[src/rtl/approx_mul_pipe.sv]
// -----------------------------------------------------------------------------
// approx_mul_pipe
//
// Three-stage pipelined signed/unsigned multiplier with an optional truncated
// (approximate) mode and a multiply-accumulate path.
//
//   S1 : operand sign detection and magnitude extraction
//   S2 : 3-bit digit partial products (low-weight digits dropped when approx)
//   S3 : partial-product sum, sign application, accumulate, output register
//
// Ports
//   clk        in   single clock, rising edge
//   reset      in   asynchronous active-low reset
//   A, B       in   W-bit operands
//   signA/B    in   1 = operand is two's complement, 0 = unsigned
//   approx     in   1 = drop digit products with i+j < TRUNC
//   acc_en     in   1 = add product to accumulator, output the sum
//   acc_clr    in   1 = zero accumulator before this item's add
//   in_valid   in   input handshake valid
//   in_ready   out  input handshake ready (= pipeline advance)
//   out_valid  out  output handshake valid
//   out_ready  in   output handshake ready
//   result_out out  ACC_W-bit signed result
// -----------------------------------------------------------------------------
module approx_mul_pipe #(
  parameter  int W     = 9,
  parameter  int TRUNC = 1,
  parameter  int GUARD = 8,
  localparam int ACC_W = 2 * W + GUARD
) (
  input  logic             clk,
  input  logic             reset,
  input  logic [W-1:0]     A,
  input  logic [W-1:0]     B,
  input  logic             signA,
  input  logic             signB,
  input  logic             approx,
  input  logic             acc_en,
  input  logic             acc_clr,
  input  logic             in_valid,
  output logic             in_ready,
  output logic             out_valid,
  input  logic             out_ready,
  output logic [ACC_W-1:0] result_out
);

  localparam int D   = W / 3;   // digits per operand
  localparam int NP  = D * D;   // number of digit products
  localparam int P_W = 2 * W;   // exact product magnitude width

  // Whole pipeline moves together; it only stalls when the output register
  // holds an item the consumer has not taken.
  logic adv;
  assign adv      = ~out_valid | out_ready;
  assign in_ready = adv;

  // ---------------------------------------------------------------------------
  // S1: sign / magnitude
  // ---------------------------------------------------------------------------
  logic         v1_q;
  logic [W-1:0] mag_a_q, mag_b_q;
  logic         neg1_q, ap1_q, en1_q, clr1_q;

  logic         a_neg, b_neg;
  logic [W-1:0] mag_a_d, mag_b_d;

  // Two's-complement negation in W bits maps -2^(W-1) onto 2^(W-1), which is
  // exactly the unsigned magnitude wanted, so no extra bit is needed.
  assign a_neg   = signA & A[W-1];
  assign b_neg   = signB & B[W-1];
  assign mag_a_d = a_neg ? (~A + 1'b1) : A;
  assign mag_b_d = b_neg ? (~B + 1'b1) : B;

  // NOTE: sequential state uses non-blocking (<=) so every flop samples the
  // pre-edge values; blocking (=) here would create order-dependent races.
  always_ff @(posedge clk or negedge reset) begin
    if (!reset) begin
      v1_q <= 1'b0;
    end else if (adv) begin
      v1_q <= in_valid;
    end
  end

  // NOTE: payload registers are deliberately not reset; a valid bit guards
  // every stage, so their contents are don't-care until written.
  always_ff @(posedge clk) begin
    if (adv && in_valid) begin
      mag_a_q <= mag_a_d;
      mag_b_q <= mag_b_d;
      neg1_q  <= a_neg ^ b_neg;
      ap1_q   <= approx;
      en1_q   <= acc_en;
      clr1_q  <= acc_clr;
    end
  end

  // ---------------------------------------------------------------------------
  // S2: digit products
  // ---------------------------------------------------------------------------
  logic                v2_q;
  logic [NP-1:0][5:0]  pp_q;
  logic                neg2_q, en2_q, clr2_q;

  logic [NP-1:0][5:0]  pp_d;

  // NOTE: every always_comb output gets a default first so no path leaves it
  // unassigned, which would otherwise infer a latch.
  always_comb begin
    pp_d = '0;
    for (int i = 0; i < D; i++) begin
      for (int j = 0; j < D; j++) begin
        if (!(ap1_q && (i + j < TRUNC))) begin
          pp_d[i*D+j] = {3'b000, mag_a_q[3*i +: 3]} * {3'b000, mag_b_q[3*j +: 3]};
        end
      end
    end
  end

  always_ff @(posedge clk or negedge reset) begin
    if (!reset) begin
      v2_q <= 1'b0;
    end else if (adv) begin
      v2_q <= v1_q;
    end
  end

  always_ff @(posedge clk) begin
    if (adv && v1_q) begin
      pp_q   <= pp_d;
      neg2_q <= neg1_q;
      en2_q  <= en1_q;
      clr2_q <= clr1_q;
    end
  end

  // ---------------------------------------------------------------------------
  // S3: sum, sign, accumulate, output register
  // ---------------------------------------------------------------------------
  logic             v3_q;
  logic [ACC_W-1:0] res_q, acc_q;

  logic [P_W-1:0]   p_mag;
  logic [ACC_W-1:0] p_ext, q_val, base, sum, res_d, acc_d;

  always_comb begin
    p_mag = '0;
    for (int i = 0; i < D; i++) begin
      for (int j = 0; j < D; j++) begin
        p_mag = p_mag + (P_W'(pp_q[i*D+j]) << (3 * (i + j)));
      end
    end
  end

  assign p_ext = {{GUARD{1'b0}}, p_mag};
  assign q_val = neg2_q ? (~p_ext + 1'b1) : p_ext;
  assign base  = clr2_q ? '0 : acc_q;
  assign sum   = base + q_val;   // wraps modulo 2^ACC_W

  always_comb begin
    res_d = q_val;
    acc_d = acc_q;
    if (en2_q) begin
      res_d = sum;
      acc_d = sum;
    end else if (clr2_q) begin
      acc_d = '0;
    end
  end

  // The accumulator commits only as an item enters the output register, so a
  // stalled item can never be added twice.
  always_ff @(posedge clk or negedge reset) begin
    if (!reset) begin
      v3_q  <= 1'b0;
      res_q <= '0;
      acc_q <= '0;
    end else if (adv) begin
      v3_q <= v2_q;
      if (v2_q) begin
        res_q <= res_d;
        acc_q <= acc_d;
      end
    end
  end

  assign out_valid  = v3_q;
  assign result_out = res_q;

endmodule
[config.mk]
export PLATFORM = sky130hd
export DESIGN_NAME = approx_mul_pipe
export DESIGN_NICKNAME = d
export VERILOG_FILES = /design/src/rtl/approx_mul_pipe.sv
export SDC_FILE = /design/constraint.sdc
export NUM_CORES = 1
export LEC_CHECK = 0
export CAP_MARGIN = 20
export CORE_ASPECT_RATIO = 1.1
export CORE_MARGIN = 2
export CORE_UTILIZATION = 61
export DETAILED_ROUTE_END_ITERATION = 8
export HOLD_SLACK_MARGIN = 0.06
export PLACE_DENSITY = 0.81
export SLEW_MARGIN = 10
export SYNTH_ARGS = -nofsm -noshare
export SYNTH_HDL_FRONTEND = slang
export SYNTH_SLANG_ARGS = --single-unit
export TNS_END_PERCENT = 20
[constraint.sdc]
create_clock -name clk -period 8.1 [get_ports clk]
set_clock_uncertainty 0.15 [all_clocks]
set_input_delay 1.62 -clock clk [delete_from_list [all_inputs] [get_ports clk]]
set_output_delay 1.62 -clock clk [all_outputs]
set_load 0.02 [all_outputs]
==> metrics.txt <==
final worst path period share 0.860; type of the most critical hold path flip-flop to flip-flop; status finished clean; GPL Wtd Cong about 0.93; synth warn 0; global routing usage on met2 0.447; minimum clock period after layout 6.96 ns; antenna violations before repair 0; largest cells by area after synthesis edfxtp_1, dfrtp_1, ha_1; share of async-settable or async-resettable flops after synthesis 0.410; Fin. Hold Viols 0; site row count slightly below 50; cell area after technology mapping roughly 10000 sq um; number of antenna-violating nets in the routed design 0; Worst slew margin 0.355; required time worst endpoint between 8 and 9 ns; Crit Path Category flip-flop to flip-flop; sequential cell area 3750 sq um; number of gates resized after cts 0; Setup-failing EPs final 0; core outline area between 15000 and 20000 sq um; First-pass DRT Iterations 7; DRC viols 0; most utilized layer in the global route result met2; max-capacitance violation count 0; RSZ-0062 raised after global routing no; # diodes 0; flop and latch count out of synthesis between 100 and 150; critical path peak fanout 9; Fill cells approximately 1200; average wire per standard cell roughly 17 um; Die Area ~17000 sq um; Post-synth top flop edfxtp_1; Iter 0 DRT Violations 472; Via density about 5.7; Clock Sinks roughly 130; final total negative setup slack 0 ns; wire length of the first global-routing pass around 36000 um; syn avg cell area between 10 and 15 sq um; H-tree depth 4; number of instances in the synthesized netlist 997; vias in the first global route 7654; total clock buffers created by CTS 17; category of the worst setup path launch point flip-flop; I/O pin count between 50 and 60; net count after synthesis between 1000 and 1500; post-CTS setup buffer count 0; maximum buffer depth of the clock tree 2; footprint of the multi-input gates 5720 sq um; initial core utilization 0.619; die width approximately 130 um; layout overhead on the synthesized area 13.4%; count of input and output buffers 54; post-detailed-placement half-perimeter wirelength between 10000 and 15000 um; worst-margin pin slew 0.967 ns; routing usage on met1 0.311; leftover overflow at the end of global routing 0; maximum number of pins on one net before global-route repair 58; share of Yosys cell area claimed by the top area cell type 0.237; EDFF count, synth 79; Total Nets Final about 1200; final worst hold slack about 0.29 ns; highest clock rate roughly 140 MHz; Die Height ~140 um; share of final-layout standard cells stronger than drive strength 1 0.0553; CP Data Arrival Time a little over 7 ns; number of slew-limit violations in the final report 0; share of synthesized area occupied by flip-flops and latches 0.374; clock edge transition at the registers on the reported setup and hold paths approximately 0.070 ns; met3 Use GR 0.0441; clock tree from TritonCTS done; Overall Global Routing Usage 0.258; sort of element at the end of the critical path flip-flop; number of vias in the routed layout 7289; Cell variety after synth 63; hold buffer count at CTS 0; final wirelength approximately 21000 um; Root Buffer Master clkbuf_16; later-pin clock latency in the skew report about 0.43 ns; most area-hungry cell type in the Yosys netlist edfxtp_1
[worst max-delay path, cell delays in order, from the launching register on]
cell and delay [ns]:
edfxtp_1 0.33, inv_1 0.06, fa_1 0.56, inv_1 0.07
fa_1 0.50, inv_1 0.06, fa_1 0.51, inv_1 0.05
ha_1 0.34, and3_1 0.21, a221oi_2 0.34, and2b_1 0.19
xnor2_1 0.11, or4b_1 0.61, o21ai_0 0.27, xnor2_1 0.13
ha_1 0.42, and4_1 0.27, and3_1 0.16, nand4_1 0.13
o211a_1 0.17, nor3_1 0.39, a211o_1 0.25, a21oi_1 0.07
o41ai_1 0.34, o21ba_1 0.18
[final cells by class]
cell class / count / area share
well taps: 204 / 0.0225
multi-input cells: 719 / 0.503
repair buffers: 61 / 0.0518
clock buffers: 17 / 0.0375
flip-flops and latches: 134 / 0.330
inverters: 121 / 0.0400
clock inverters: 15 / 0.0147
[metrics by stage]
| stage | utilization | instances | area (sq um) | setup slack, ns |
|---|---|---|---|---|
| 3_3_place_gp | 0.665 | 1239 | 10800 | 1.52 |
| 6_report | 0.702 | 1271 | 11400 | 1.14 |
| 5_1_grt | 0.702 | 1271 | 11400 | 0.652 |
| 4_1_cts | 0.702 | 1271 | 11400 | 1.15 |
| 2_1_floorplan | - | 997 | 10000 | 1.79 |
| 3_5_place_dp | 0.665 | 1239 | 10800 | 1.28 |
[cells in the final DEF, fill, tap and decap left out, drive strengths merged, types with 4 or more instances in the layout]
| master | n |
|---|---|
| xnor2 | 42 |
| mux2 | 4 |
| a221o | 4 |
| and2 | 65 |
| nand2 | 89 |
| nor4 | 8 |
| a31oi | 6 |
| o31ai | 5 |
| nand3 | 8 |
| nor3 | 12 |
| clkdlybuf4s50 | 53 |
| xor2 | 26 |
| a21o | 31 |
| or3 | 4 |
| clkbuf | 17 |
| a211oi | 5 |
| nor2 | 52 |
| mux2i | 10 |
| o41a | 4 |
| edfxtp | 79 |
| inv | 128 |
| a211o | 4 |
| nor2b | 31 |
| dfrtp | 55 |
| and3 | 10 |
| buf | 8 |
| o21ai | 48 |
| clkinv | 5 |
| a22o | 14 |
| nand2b | 15 |
| ha | 97 |
| a21boi | 4 |
| a21oi | 44 |
| fa | 44 |
[cells by family (layout without fill, tap and decap cells)]
kind of cell	after synthesis	in the layout	share of synthesized area
adders and majority gates	141	141	0.209
and+or+nand+nor	304	304	0.157
xor gates and xnor gates	68	68	0.0595
AOI/OAI and AO/OA	192	192	0.131
muxes	14	14	0.0145
DFF	134	134	0.374
buffers and inverters	144	214	0.0547
[cell usage after synthesis, types with 31 or more instances]
cell type and count:
ha_1 97, and2_1 65, fa_1 44, o21ai_0 45, nor2_1 51, nand2_1 89
xnor2_1 42, nor2b_1 31, a21o_1 31, edfxtp_1 79, inv_1 121, a21oi_1 44
dfrtp_1 55
[path summary, 6_finish.rpt]
kind	startpoint	to	slack [ns]	cells after the start
worst min register to register	clr1_q	clr2_q	0.29	0
worst max-delay path	pp_q[11]	acc_q[25]	1.14	25
min in group asynchronous	reset	result_out[14]	1.17	2
worst min-delay path	clr1_q	clr2_q	0.29	0
max in group asynchronous	reset	acc_q[7]	6.14	2
worst max register to register	pp_q[11]	acc_q[25]	1.14	25
[metal layers]
metal,up-vias,part of all wire
met5,-,0
met4,0,0.042
met3,69,0.039
met2,187,0.51
met1,3507,0.41
li1,3526,-
[registers in the layout, indices dropped and copies added (netlist names)]
name and flops:
neg1_q 1, result_out 26, mag_a_q 9, v1_q 1
out_valid 1, clr1_q 1, en2_q 1, pp_q 54
v2_q 1, neg2_q 1, clr2_q 1, en1_q 1
acc_q 26, mag_b_q 9, ap1_q 1
Power is not shown: default switching activity piles up to over one toggle a cycle in this logic, so the estimate is an artifact.
